### config.mk
export PLATFORM = sky130hd
export DESIGN_NAME = serial_mac_ctrl
export DESIGN_NICKNAME = d
export VERILOG_FILES = /design/src/rtl/mac_pkg.sv /design/src/rtl/serial_mac_ctrl_sync_fifo.sv /design/src/rtl/serial_mac_ctrl.sv
export SDC_FILE = /design/constraint.sdc
export NUM_CORES = 1
export LEC_CHECK = 0
export CELL_PAD_IN_SITES_DETAIL_PLACEMENT = 1
export CELL_PAD_IN_SITES_GLOBAL_PLACEMENT = 2
export CORE_ASPECT_RATIO = 1.1
export CORE_MARGIN = 1
export CORE_UTILIZATION = 30
export CTS_CLUSTER_SIZE = 24
export DETAILED_ROUTE_END_ITERATION = 7
export PLACE_DENSITY_LB_ADDON = 0.1
export SETUP_SLACK_MARGIN = 0.3
export SLEW_MARGIN = 20
export SYNTH_ARGS = -nofsm -noshare
export SYNTH_HDL_FRONTEND = slang
export SYNTH_SLANG_ARGS = --single-unit
### constraint.sdc
create_clock -name clk -period 4.95 [get_ports clk]
set_input_delay 1.2375 -clock clk [delete_from_list [all_inputs] [get_ports clk]]
set_output_delay 1.2375 -clock clk [all_outputs]
set_load 0.1 [all_outputs]
### src/rtl/mac_pkg.sv
// ---------------------------------------------------------------------------
// mac_pkg
// Shared types and constants for the serial multiply-accumulate sequencer.
//   state_t    : sequencer states (IDLE, START, WAIT, ACC)
//   MUL_CYCLES : run length of the attached 8x8 serial multiplier
//   DEF_W      : default operand width
//   DEF_ACC_W  : default accumulator / result width
// ---------------------------------------------------------------------------
package mac_pkg;

  typedef enum logic [1:0] {
    IDLE  = 2'd0,
    START = 2'd1,
    WAIT  = 2'd2,
    ACC   = 2'd3
  } state_t;

  localparam int MUL_CYCLES = 8;
  localparam int DEF_W      = 8;
  localparam int DEF_ACC_W  = 24;

endpackage

### src/rtl/serial_mac_ctrl_sync_fifo.sv
// ---------------------------------------------------------------------------
// sync_fifo
// Single-clock FIFO holding operand pairs between the upstream source and
// the multiplier sequencer. Push and pop in the same cycle are both honoured.
// Ports:
//   clk, rst      : clock, asynchronous active-high reset (empties the FIFO)
//   push, wdata   : write request and data (ignored while full)
//   pop, rdata    : read request (ignored while empty) and head-of-queue data
//   full, empty   : occupancy flags
// DEPTH must be a power of two so the pointers wrap naturally.
// ---------------------------------------------------------------------------
module sync_fifo #(
  parameter int WIDTH = 17,
  parameter int DEPTH = 4
) (
  input  logic             clk,
  input  logic             rst,
  input  logic             push,
  input  logic [WIDTH-1:0] wdata,
  input  logic             pop,
  output logic [WIDTH-1:0] rdata,
  output logic             full,
  output logic             empty
);

  localparam int AW = (DEPTH > 1) ? $clog2(DEPTH) : 1;
  localparam logic [AW:0] FULL_COUNT = (AW+1)'(DEPTH);

  logic [WIDTH-1:0] mem_q [DEPTH];
  logic [WIDTH-1:0] mem_d [DEPTH];
  logic [AW-1:0]    wr_ptr_q, wr_ptr_d;
  logic [AW-1:0]    rd_ptr_q, rd_ptr_d;
  logic [AW:0]      count_q, count_d;
  logic             do_push, do_pop;

  assign full    = (count_q == FULL_COUNT);
  assign empty   = (count_q == '0);
  assign do_push = push && !full;
  assign do_pop  = pop && !empty;
  assign rdata   = mem_q[rd_ptr_q];

  // The occupancy count is kept one bit wider than the pointers so that
  // full and empty are distinguishable when the pointers coincide.
  always_comb begin
    mem_d    = mem_q;
    wr_ptr_d = wr_ptr_q;
    rd_ptr_d = rd_ptr_q;
    count_d  = count_q;
    if (do_push) begin
      mem_d[wr_ptr_q] = wdata;
      wr_ptr_d        = wr_ptr_q + AW'(1);
    end
    if (do_pop) begin
      rd_ptr_d = rd_ptr_q + AW'(1);
    end
    case ({do_push, do_pop})
      2'b10:   count_d = count_q + (AW+1)'(1);
      2'b01:   count_d = count_q - (AW+1)'(1);
      default: count_d = count_q;
    endcase
  end

  always_ff @(posedge clk or posedge rst) begin
    if (rst) begin
      for (int i = 0; i < DEPTH; i++) begin
        mem_q[i] <= '0;
      end
      wr_ptr_q <= '0;
      rd_ptr_q <= '0;
      count_q  <= '0;
    end else begin
      mem_q    <= mem_d;
      wr_ptr_q <= wr_ptr_d;
      rd_ptr_q <= rd_ptr_d;
      count_q  <= count_d;
    end
  end

endmodule

### src/rtl/serial_mac_ctrl.sv
// ---------------------------------------------------------------------------
// serial_mac_ctrl
// Sequencer around an 8x8 signed serial multiplier. Operand pairs are
// buffered in a FIFO, each pair drives one multiplier run, and the signed
// products are summed into a wide accumulator. A pair flagged in_last closes
// the vector and presents the dot product on the result port.
// Ports:
//   clk, rst                       : clock, asynchronous active-high reset
//   in_valid/in_ready/in_a/in_b/in_last : operand pair input handshake
//   mul_start/mul_a/mul_b          : multiplier launch pulse and operands
//   mul_ready/mul_product          : multiplier done flag and 2W-bit product
//   res_valid/res_ready/res_data/res_ovf : result output handshake
//   busy                           : sequencer active or FIFO non-empty
// ---------------------------------------------------------------------------
module serial_mac_ctrl
  import mac_pkg::*;
#(
  parameter int W     = DEF_W,
  parameter int ACC_W = DEF_ACC_W,
  parameter int DEPTH = 4
) (
  input  logic             clk,
  input  logic             rst,
  input  logic             in_valid,
  output logic             in_ready,
  input  logic [W-1:0]     in_a,
  input  logic [W-1:0]     in_b,
  input  logic             in_last,
  output logic             mul_start,
  output logic [W-1:0]     mul_a,
  output logic [W-1:0]     mul_b,
  input  logic             mul_ready,
  input  logic [2*W-1:0]   mul_product,
  output logic             res_valid,
  input  logic             res_ready,
  output logic [ACC_W-1:0] res_data,
  output logic             res_ovf,
  output logic             busy
);

  localparam int FW = 2*W + 1;

  state_t                   state_q, state_d;
  logic [W-1:0]             mul_a_q, mul_a_d;
  logic [W-1:0]             mul_b_q, mul_b_d;
  logic                     last_q, last_d;
  logic signed [ACC_W-1:0]  acc_q, acc_d;
  logic                     ovf_q, ovf_d;
  logic                     res_valid_q, res_valid_d;
  logic [ACC_W-1:0]         res_data_q, res_data_d;
  logic                     res_ovf_q, res_ovf_d;

  logic [FW-1:0]            fifo_wdata, fifo_rdata;
  logic                     fifo_push, fifo_pop, fifo_full, fifo_empty;

  logic signed [ACC_W-1:0]  prod_ext;
  logic signed [ACC_W-1:0]  acc_n;
  logic                     ovf_now;

  assign fifo_wdata = {in_last, in_a, in_b};
  assign fifo_push  = in_valid && in_ready;
  assign in_ready   = !fifo_full;

  sync_fifo #(
    .WIDTH (FW),
    .DEPTH (DEPTH)
  ) u_fifo (
    .clk   (clk),
    .rst   (rst),
    .push  (fifo_push),
    .wdata (fifo_wdata),
    .pop   (fifo_pop),
    .rdata (fifo_rdata),
    .full  (fifo_full),
    .empty (fifo_empty)
  );

  // Product is sign-extended to the accumulator width; the sum wraps in
  // two's complement. Overflow occurs when both addends share a sign and
  // the sum's sign differs from it.
  assign prod_ext = ACC_W'($signed(mul_product));
  assign acc_n    = acc_q + prod_ext;
  assign ovf_now  = (acc_q[ACC_W-1] == prod_ext[ACC_W-1]) &&
                    (acc_n[ACC_W-1] != acc_q[ACC_W-1]);

  // Next-state and datapath control. A new pair is launched only while no
  // result is waiting, so a finished vector can never be overwritten; the
  // FIFO keeps absorbing pairs in the meantime.
  always_comb begin
    state_d     = state_q;
    mul_a_d     = mul_a_q;
    mul_b_d     = mul_b_q;
    last_d      = last_q;
    acc_d       = acc_q;
    ovf_d       = ovf_q;
    res_valid_d = res_valid_q;
    res_data_d  = res_data_q;
    res_ovf_d   = res_ovf_q;
    fifo_pop    = 1'b0;
    mul_start   = 1'b0;

    if (res_valid_q && res_ready) begin
      res_valid_d = 1'b0;
    end

    case (state_q)
      IDLE: begin
        if (!fifo_empty && !res_valid_q) begin
          fifo_pop                   = 1'b1;
          {last_d, mul_a_d, mul_b_d} = fifo_rdata;
          state_d                    = START;
        end
      end
      START: begin
        mul_start = 1'b1;
        state_d   = WAIT;
      end
      WAIT: begin
        if (mul_ready) begin
          state_d = ACC;
        end
      end
      ACC: begin
        if (last_q) begin
          res_data_d  = acc_n;
          res_ovf_d   = ovf_q || ovf_now;
          res_valid_d = 1'b1;
          acc_d       = '0;
          ovf_d       = 1'b0;
        end else begin
          acc_d = acc_n;
          ovf_d = ovf_q || ovf_now;
        end
        state_d = IDLE;
      end
      default: state_d = IDLE;
    endcase
  end

  always_ff @(posedge clk or posedge rst) begin
    if (rst) begin
      state_q     <= IDLE;
      mul_a_q     <= '0;
      mul_b_q     <= '0;
      last_q      <= 1'b0;
      acc_q       <= '0;
      ovf_q       <= 1'b0;
      res_valid_q <= 1'b0;
      res_data_q  <= '0;
      res_ovf_q   <= 1'b0;
    end else begin
      state_q     <= state_d;
      mul_a_q     <= mul_a_d;
      mul_b_q     <= mul_b_d;
      last_q      <= last_d;
      acc_q       <= acc_d;
      ovf_q       <= ovf_d;
      res_valid_q <= res_valid_d;
      res_data_q  <= res_data_d;
      res_ovf_q   <= res_ovf_d;
    end
  end

  assign mul_a     = mul_a_q;
  assign mul_b     = mul_b_q;
  assign res_valid = res_valid_q;
  assign res_data  = res_data_q;
  assign res_ovf   = res_ovf_q;
  assign busy      = (state_q != IDLE) || !fifo_empty;

endmodule

# Word level (Yosys, flattened, before mapping)
# Index checks and enable logic that the tools add are counted.
# totals
ff_bits,145
input_bits,38
out_inout_bits,45
wordCells,73
# op_classes
n_addsub,5
n_lt_le_gt_ge,3
eq_ne,10
n_mux,18
bitwise,2
n_reduce_logical,19
# ops
operator,count
68-bit bitwise mux,1
17-bit 2-to-1 mux,3
17-bit binary-select mux with 2-bit select,1
17-bit demux with 2-bit select,1
24-bit by 16-bit adder with 24-bit output,1
24-bit 2-to-1 mux,1
2-bit one-hot mux with 4 select lines,1
1-bit logical AND,7
1-bit 2-to-1 mux,7
2-bit equality test (second input constant),3
3-bit greater-or-equal comparator (second input constant),2
2-bit NOT with 3-bit output,2
3-bit one-hot mux with 2 select lines,1
2-bit AND reduction,3
2-bit by 1-bit adder with 2-bit output (second input constant),2
2-bit by 1-bit equality test with 1-bit output (second input constant),2
2-bit 2-to-1 mux,2
2-bit inequality test (second input constant),2
2-bit nonzero test,2
3-bit by 1-bit adder with 3-bit output (second input constant),1
3-bit equality test (second input constant),1
1-bit zero test,3
3-bit zero test,1
3-bit by 1-bit < comparator with 1-bit output (second input constant),1
other kinds (5),6

# Longest topological paths before layout
# Gate-level depths: netlist (run 1).
# logic_depth
word_depth,8
mapped_depth,11
mapped_depth_nobuf,10

# Modules after synthesis
# A second synthesis (run 1) with hierarchy kept.
# unflattened
hier_cells,592
area_unflattened_um2,7474.7
# modules_own_cells
module,n_inst,cells_each,area_per_inst_um2
serial_mac_ctrl,1,390,3950.0
sync_fifo,1,202,3524.6

# Worst setup path before layout (run 1)
# Ideal clock, no wire load.
# synth_timing
kind,input to register
startpoint,in mul_product[15]
endpoint,"reg res_data_q[23], in the netlist res_data[23]"
setup_time_ns,0.126
arrival_ns,3.159
t_required_ns,4.824
slack_ns,1.665
cell_stages,8
cell_sequence,ha_1 -> a21oi_2 -> o21ai_1 -> a21o_1 -> a221o_1 -> a211oi_4 -> xnor3_1 -> mux2_2
# synth_between
elab_chain_len,1
# synth_lines
item,line,source
"start, declared",serial_mac_ctrl.sv:33,"input logic [2*W-1:0] mul_product,"
24-bit by 16-bit adder with 24-bit output,serial_mac_ctrl.sv:82,assign acc_n = acc_q + prod_ext;
"end signal, assigned",serial_mac_ctrl.sv:159,res_data_q <= res_data_d;
"end, declared",serial_mac_ctrl.sv:50,"logic [ACC_W-1:0] res_data_q, res_data_d;"
# No other way between the ends.
# A chain may end at the register's enable or synchronous reset.

# Worst setup path after layout (run 1)
# Ends and elaborated chain as after synthesis.

==> out/results.tsv, run 1 <==
stage	metric	value	unit
status	status	finished clean	
clock_network	CTS tree	yes	
place	final RePlAce weighted congestion	0.8228	
logic_synthesis	number of synthesized flops with an enable pin	0	
setup_path	Crit path buffers/inverters	1	
clock_network	H-tree depth	4	
logic_synthesis	Synth Instances	577	
global_route	GRT Overall Usage	15.08	%
clock_network	Clock Tree Buf Depth	2	
place	Placed Cells	944	
logic_synthesis	Post-synth top flop	dfrtp_1	
route	WL/cell	17.07	um
place	port bufs	82	
route	Detailed Route Iter0 Violations	144	
cells_and_area	ANT cells	0	
sta	RSZ-0062 raised after global routing	false	
setup_path	worst-path cell chain	clkdlybuf4s50_1, ha_1, a21oi_2, o21ai_1, a21o_1, a221o_1, a211oi_4, xnor3_1, mux2_2	
global_route	first-pass GRT wire length	28.21	mm
setup_path	crit path launch type	primary input	
global_route	via count of the first global-routing pass	5347	
setup_path	slowest stage delay, CP	0.86	ns
logic_synthesis	largest cells by area after synthesis	dfrtp_1 51%, mux2_2 13%, ha_1 5.8%	
clock_network	Post CTS Setup Buffer Count	0	
floorplanning	I/O pin cnt	83	
sta	Final Hold Viols	0	
floorplanning	Die X	148.5	um
clock_network	Num CTS Buffers	17	
sta	skew final	0.009432	ns
sta	worst-margin pin slew	1.041	ns
sta	final setup vio count	0	
logic_synthesis	area leader, netlist	dfrtp_1	
route	Routed WL	16.64	mm
global_route	remaining global-route overflow	0	
setup_path	Worst EP required	5.25	ns
logic_synthesis	Synth top area share	51.22	%
logic_synthesis	Seq/Total Area, Yosys	51.22	%
route	vias per cell	4.830	
floorplanning	full die area	24230	sq um
floorplanning	Site Rows	58	
logic_synthesis	register bit count reported by yosys	145	
setup_path	path type of the worst setup path	primary input to register	
floorplanning	Core Area	23000	sq um
place	Detail Placement HPWL	11.27	mm
sta	crit share post-route	79.10	%
logic_synthesis	mean area per synthesized cell	12.28	sq um
cells_and_area	layout cells sized above 1	21.63	%
cells_and_area	Syn-to-layout area delta	24.66	%
setup_path	Worst path depth	9	
clock_network	clock sink count	145	
global_route	initial antenna violation count	0	
setup_path	crit-path max FO	14	
setup_path	Setup crit end kind	register	
cells_and_area	Finished Layout Cells	975	
cells_and_area	area of the multi-input gates	3204	sq um
cells_and_area	Filler cells	2433	
clock_network	CTS-repair resized insts	0	
route	post-route ant nets	0	
cells_and_area	Register Area	3628	sq um
floorplanning	Starting Density	30.80	%
setup_path	CP top delay family	compound AO/OA/AOI/OAI gates	
logic_synthesis	Distinct cells, synth	51	
clock_network	CTS clock-pin slew for the worst setup and hold paths	0.06	ns
clock_network	Post-CTS Hold Buffers	0	
clock_network	Clk Latency, worst-skew pair	0.41	ns
setup_path	CP max-delay cell	clkdlybuf4s50_1	
logic_synthesis	Mapped Area	7084	sq um
sta	max_slew headroom	30.38	%
hold_path	Hold Path Depth	2	
sta	total negative setup slack	0	ns
setup_path	data arrival time of the worst path	4.21	ns
global_route	pin count of the biggest net entering global routing	146	
cells_and_area	fin util	38.39	%
clock_network	CTS Root Cell	clkbuf_16	
hold_path	HP Class	register to register	
logic_synthesis	YS warnings	0	
cells_and_area	Layout Nets	736	
sta	f_max	255.4	MHz
sta	minimum clock period	3.916	ns
route	via count	4709	
route	DRC viols	0	
setup_path	worst r2r path cells	10	
flow_run	number of max-cap violations	0	
logic_synthesis	Syn Nets	650	
route	TritonRoute pass-1 iters	4	
sta	final slew viol count	0	
logic_synthesis	Async S/R FF share, synth	100.0	%
floorplanning	die height	163.2	um
## cells in the final DEF, fill, tap and decap left out, types with 3 or more instances in the layout
cell / count
nand3_1: 6
o21ai_1: 19
clkdlybuf4s50_1: 82
clkbuf_16: 17
nand2b_1: 3
o21ai_0: 24
a21oi_1: 18
clkinvlp_4: 5
xnor2_1: 15
nor2_1: 9
inv_1: 39
o22ai_1: 21
a211oi_1: 3
mux2_1: 8
mux4_2: 17
o21a_1: 3
mux2i_1: 4
o211ai_1: 3
dfrtp_1: 145
xor2_1: 12
nand2_1: 46
inv_6: 6
and2_1: 3
ha_1: 33
mux2_2: 81
a21o_1: 8
buf_4: 6
## area by class of cell
type	count	share of cell area, %
sequential	145	41.09
clock buffer	17	4.817
clock inverter	14	1.629
inverter	43	1.899
tap	300	4.250
multi-input combinational	367	36.29
timing repair buffer	89	10.03
## cell families after synthesis
family	count (synthesis)	share of synthesized area [%]
buf+inv	65	3.620
flops	145	51.22
simple gates	78	4.857
xor+xnor	28	3.656
mux	110	20.12
compound gates	116	10.14
fa+ha+maj	35	6.394
## worst min-delay path, stage by stage (launching register included)
cell and delay (ns):
dfrtp_1 0.34, nand2_1 0.04, o21ai_0 0.06
## sequential cells by signal (all words and copies together) (netlist names)
register,count
state_q,2
acc_q,24
res_ovf,1
u_fifo.mem_q,68
res_valid,1
u_fifo.wr_ptr_q,2
u_fifo.count_q,3
mul_a,8
last_q,1
u_fifo.rd_ptr_q,2
res_data,24
mul_b,8
ovf_q,1
## final timing paths
kind	startpoint	end	slack, ns
max	mul_product[15]	res_data[23]	1.03
min	res_data[9]	res_data[9]	0.48
max reg2reg	acc_q[0]	acc_q[18]	2.34
min reg2reg	res_data[9]	res_data[9]	0.48
max in group asynchronous	rst	acc_q[13]	2.95
min in group asynchronous	rst	acc_q[2]	1.41
## metal layers
| layer | up-vias | part of all wire [%] | routed length [um] | track usage, % |
|---|---|---|---|---|
| met5 | - | 0 | 0 | 0 |
| met4 | 0 | 1.0 | 172 | 4.358 |
| met3 | 14 | 3.7 | 617 | 3.883 |
| met2 | 68 | 54 | 8971 | 27.19 |
| met1 | 2407 | 41 | 6879 | 17.44 |
| li1 | 2220 | - | - | - |
## through the flow
| stage | area (sq um) | hold slack, ns | setup WS [ns] |
|---|---|---|---|
| 2_1_floorplan | 7088 | 0.4549 | 1.665 |
| 3_3_place_gp | 8262 | 0.4606 | 0.6220 |
| 3_5_place_dp | 8262 | 0.4722 | 0.5744 |
| 4_1_cts | 8831 | 0.4869 | 1.008 |
| 5_1_grt | 8831 | 0.5088 | 0.8773 |
| 6_report | 8831 | 0.4771 | 1.034 |
## Yosys cell counts, types with 3 or more instances
| library cell | instances |
|---|---|
| o22ai_1 | 21 |
| xnor2_1 | 15 |
| mux2i_1 | 4 |
| mux4_2 | 17 |
| inv_1 | 40 |
| nand2_1 | 46 |
| o21ai_1 | 19 |
| nor2_1 | 9 |
| o211ai_1 | 3 |
| nand2b_1 | 3 |
| and2_1 | 3 |
| dfrtp_1 | 145 |
| mux2_2 | 81 |
| o21ai_0 | 24 |
| a21o_1 | 8 |
| o21a_1 | 3 |
| nand3_1 | 6 |
| buf_2 | 5 |
| mux2_1 | 8 |
| clkbuf_1 | 15 |
| a21oi_1 | 18 |
| xor2_1 | 12 |
| ha_1 | 33 |
| a211oi_1 | 3 |
Power of run 1 is left out: the tool's default activity adds up to more than one toggle a clock period on the data nets, which glitch-free logic cannot reach.
==> run 2: changes to the inputs <==
clock period = 3.35 ns   (was 4.95 ns; I/O delays follow)
==> run 2 against run 1 <==
Core utilization up 0.78 points. Wire length up 6.2%. Global-route usage up 0.62 points. Register-to-register slack worse by 1.5 ns. Non-clock buffer count up 30. Design area up 2.0%. Critical path depth up 4. Sequential share of layout area down 0.82 points. Clock-buffer cell count unchanged. Die area unchanged. Critical path type unchanged. Critical endpoint is now acc_q[12]. Highest routed layer unchanged.
==> out/results.tsv, run 2 (synthesis results as in run 1) <==
stage	metric	value	unit
clock_network	Num CTS Buffers	17	
floorplanning	Core Area	23000	sq um
cells_and_area	Layout Nets	766	
place	dpl ws	-0.2038	ns
setup_path	slowest stage delay, CP	0.41	ns
setup_path	FF-to-FF setup slack	0.87	ns
setup_path	Crit path buffers/inverters	4	
sta	skew final	0.01070	ns
cells_and_area	layout cells sized above 1	32.44	%
global_route	GRT Overall Usage	15.70	%
setup_path	Worst EP required	3.63	ns
sta	final setup vio count	0	
clock_network	H-tree depth	4	
flow_run	number of max-cap violations	0	
cells_and_area	Register Area	3628	sq um
hold_path	HP Class	register to register	
sta	f_max	339.4	MHz
route	via count	4846	
sta	final slew viol count	0	
route	TritonRoute pass-1 iters	4	
global_route	initial antenna violation count	0	
place	Detail Placement HPWL	12.43	mm
setup_path	CP max-delay cell	clkdlybuf4s50_1	
setup_path	data arrival time of the worst path	3.23	ns
setup_path	Setup crit end kind	register	
route	vias per cell	4.817	
sta	max_slew headroom	48.70	%
cells_and_area	ANT cells	0	
setup_path	path type of the worst setup path	primary input to register	
setup_path	CP top delay family	compound AO/OA/AOI/OAI gates	
cells_and_area	most frequent cells in the layout	145 x dfrtp_1, 81 x mux2_2, 81 x buf_4	
clock_network	Post-CTS Hold Buffers	0	
sta	Final Hold Viols	0	
global_route	remaining global-route overflow	0	
global_route	pin count of the biggest net entering global routing	73	
clock_network	Clock Tree Buf Depth	2	
cells_and_area	most common library cell in the layout ignoring fill and taps	dfrtp_1	
place	final RePlAce weighted congestion	0.7680	
clock_network	Clk Latency, worst-skew pair	0.43	ns
status	status	finished clean	
route	DRC viols	0	
setup_path	crit-path max FO	3	
floorplanning	Site Rows	58	
route	WL/cell	17.56	um
cells_and_area	Largest Register	u_fifo.mem_q	
clock_network	CTS Root Cell	clkbuf_16	
sta	minimum clock period	2.946	ns
setup_path	Crit path top cell by count	buf_4	
cells_and_area	fin util	39.17	%
setup_path	worst-path cell chain	clkdlybuf4s50_1, ha_1, inv_1, fa_2, nor2b_2, o31a_1, buf_4, o32ai_2, buf_4, o21ai_1, a21oi_1, xor2_1, o22ai_1	
global_route	first-pass GRT wire length	29.07	mm
floorplanning	Die X	148.5	um
global_route	via count of the first global-routing pass	5510	
setup_path	crit path launch type	primary input	
place	port bufs	82	
sta	crit share post-route	87.95	%
clock_network	CTS tree	yes	
route	Detailed Route Iter0 Violations	138	
sta	Final WS setup	0.4038	ns
clock_network	CTS clock-pin slew for the worst setup and hold paths	0.07	ns
cells_and_area	area of the multi-input gates	3248	sq um
route	post-route ant nets	0	
floorplanning	full die area	24230	sq um
sta	worst-margin pin slew	0.7695	ns
cells_and_area	Largest register FFs	68	
clock_network	clock sink count	145	
route	Routed WL	17.67	mm
floorplanning	Starting Density	30.80	%
floorplanning	die height	163.2	um
cells_and_area	Syn-to-layout area delta	27.18	%
sta	RSZ-0062 raised after global routing	true	
floorplanning	I/O pin cnt	83	
cells_and_area	Filler cells	2477	
sta	Hold WS	0.4793	ns
-- run 2: cell count changes in the layout (fill, tap and decap cells not counted), sizes merged --
cell	change
dlymetal6s2s	+1
bufinv	-1
clkdlybuf4s50	-46
clkinvlp	-4
clkinv	+4
inv	+2
buf	+75
-- run 2: cell type report --
class | instances | share of cell area (%)
timing repair buffer | 119 | 11.11
clock inverter | 15 | 1.819
clock buffer | 17 | 4.722
inverter | 43 | 1.861
tap | 300 | 4.166
multi-input combinational | 367 | 36.05
sequential | 145 | 40.27
-- run 2: final timing paths --
| kind | from | to | depth (start not counted) |
|---|---|---|---|
| worst max register to register | acc_q[0] | acc_q[12] | 12 |
| worst min-delay path | res_data[6] | res_data[6] | 2 |
| worst max-delay path | mul_product[0] | acc_q[12] | 13 |
| max in group asynchronous | rst | u_fifo.mem_q[58] | 3 |
| min in group asynchronous | rst | u_fifo.count_q[1] | 3 |
| worst min register to register | res_data[6] | res_data[6] | 2 |
-- run 2: timing repair --
item	in CTS	in global routing
pin swaps	3	4
setup endpoints to repair	2	14
resized for setup	1	8
buffers inserted	1	0
-- run 2: through the flow --
| step | cell area, sq um | setup TNS, ns | std cells |
|---|---|---|---|
| after floorplan | 7088 | 0 | 577 |
| after global placement | 8367 | -1.118 | 973 |
| after detailed placement | 8367 | -1.485 | 973 |
| after CTS | 8970 | 0 | 1006 |
| after global routing | 9010 | 0 | 1006 |
| final | 9010 | 0 | 1006 |
-- run 2: worst reg2reg max path, delay by kind of cell, from the launching register on --
kind | cells | cell delay (ns)
simple gates | 1 | 0.05
xor+xnor | 1 | 0.23
flops | 1 | 0.38
buf+inv | 3 | 0.39
compound gates | 5 | 0.87
fa+ha+maj | 2 | 0.43
-- run 2: per-layer routing --
metal  GRT usage (%)  part of all wire [%]  routed length, um  up-vias
li1                -                     -                  -     2286
met1           17.76                    40               7137     2466
met2           28.95                    54               9625       77
met3           3.184                   3.5                623       17
met4           5.623                   1.6                278        0
met5               0                     0                  0        -
Power of run 2 is left out for the same reason.
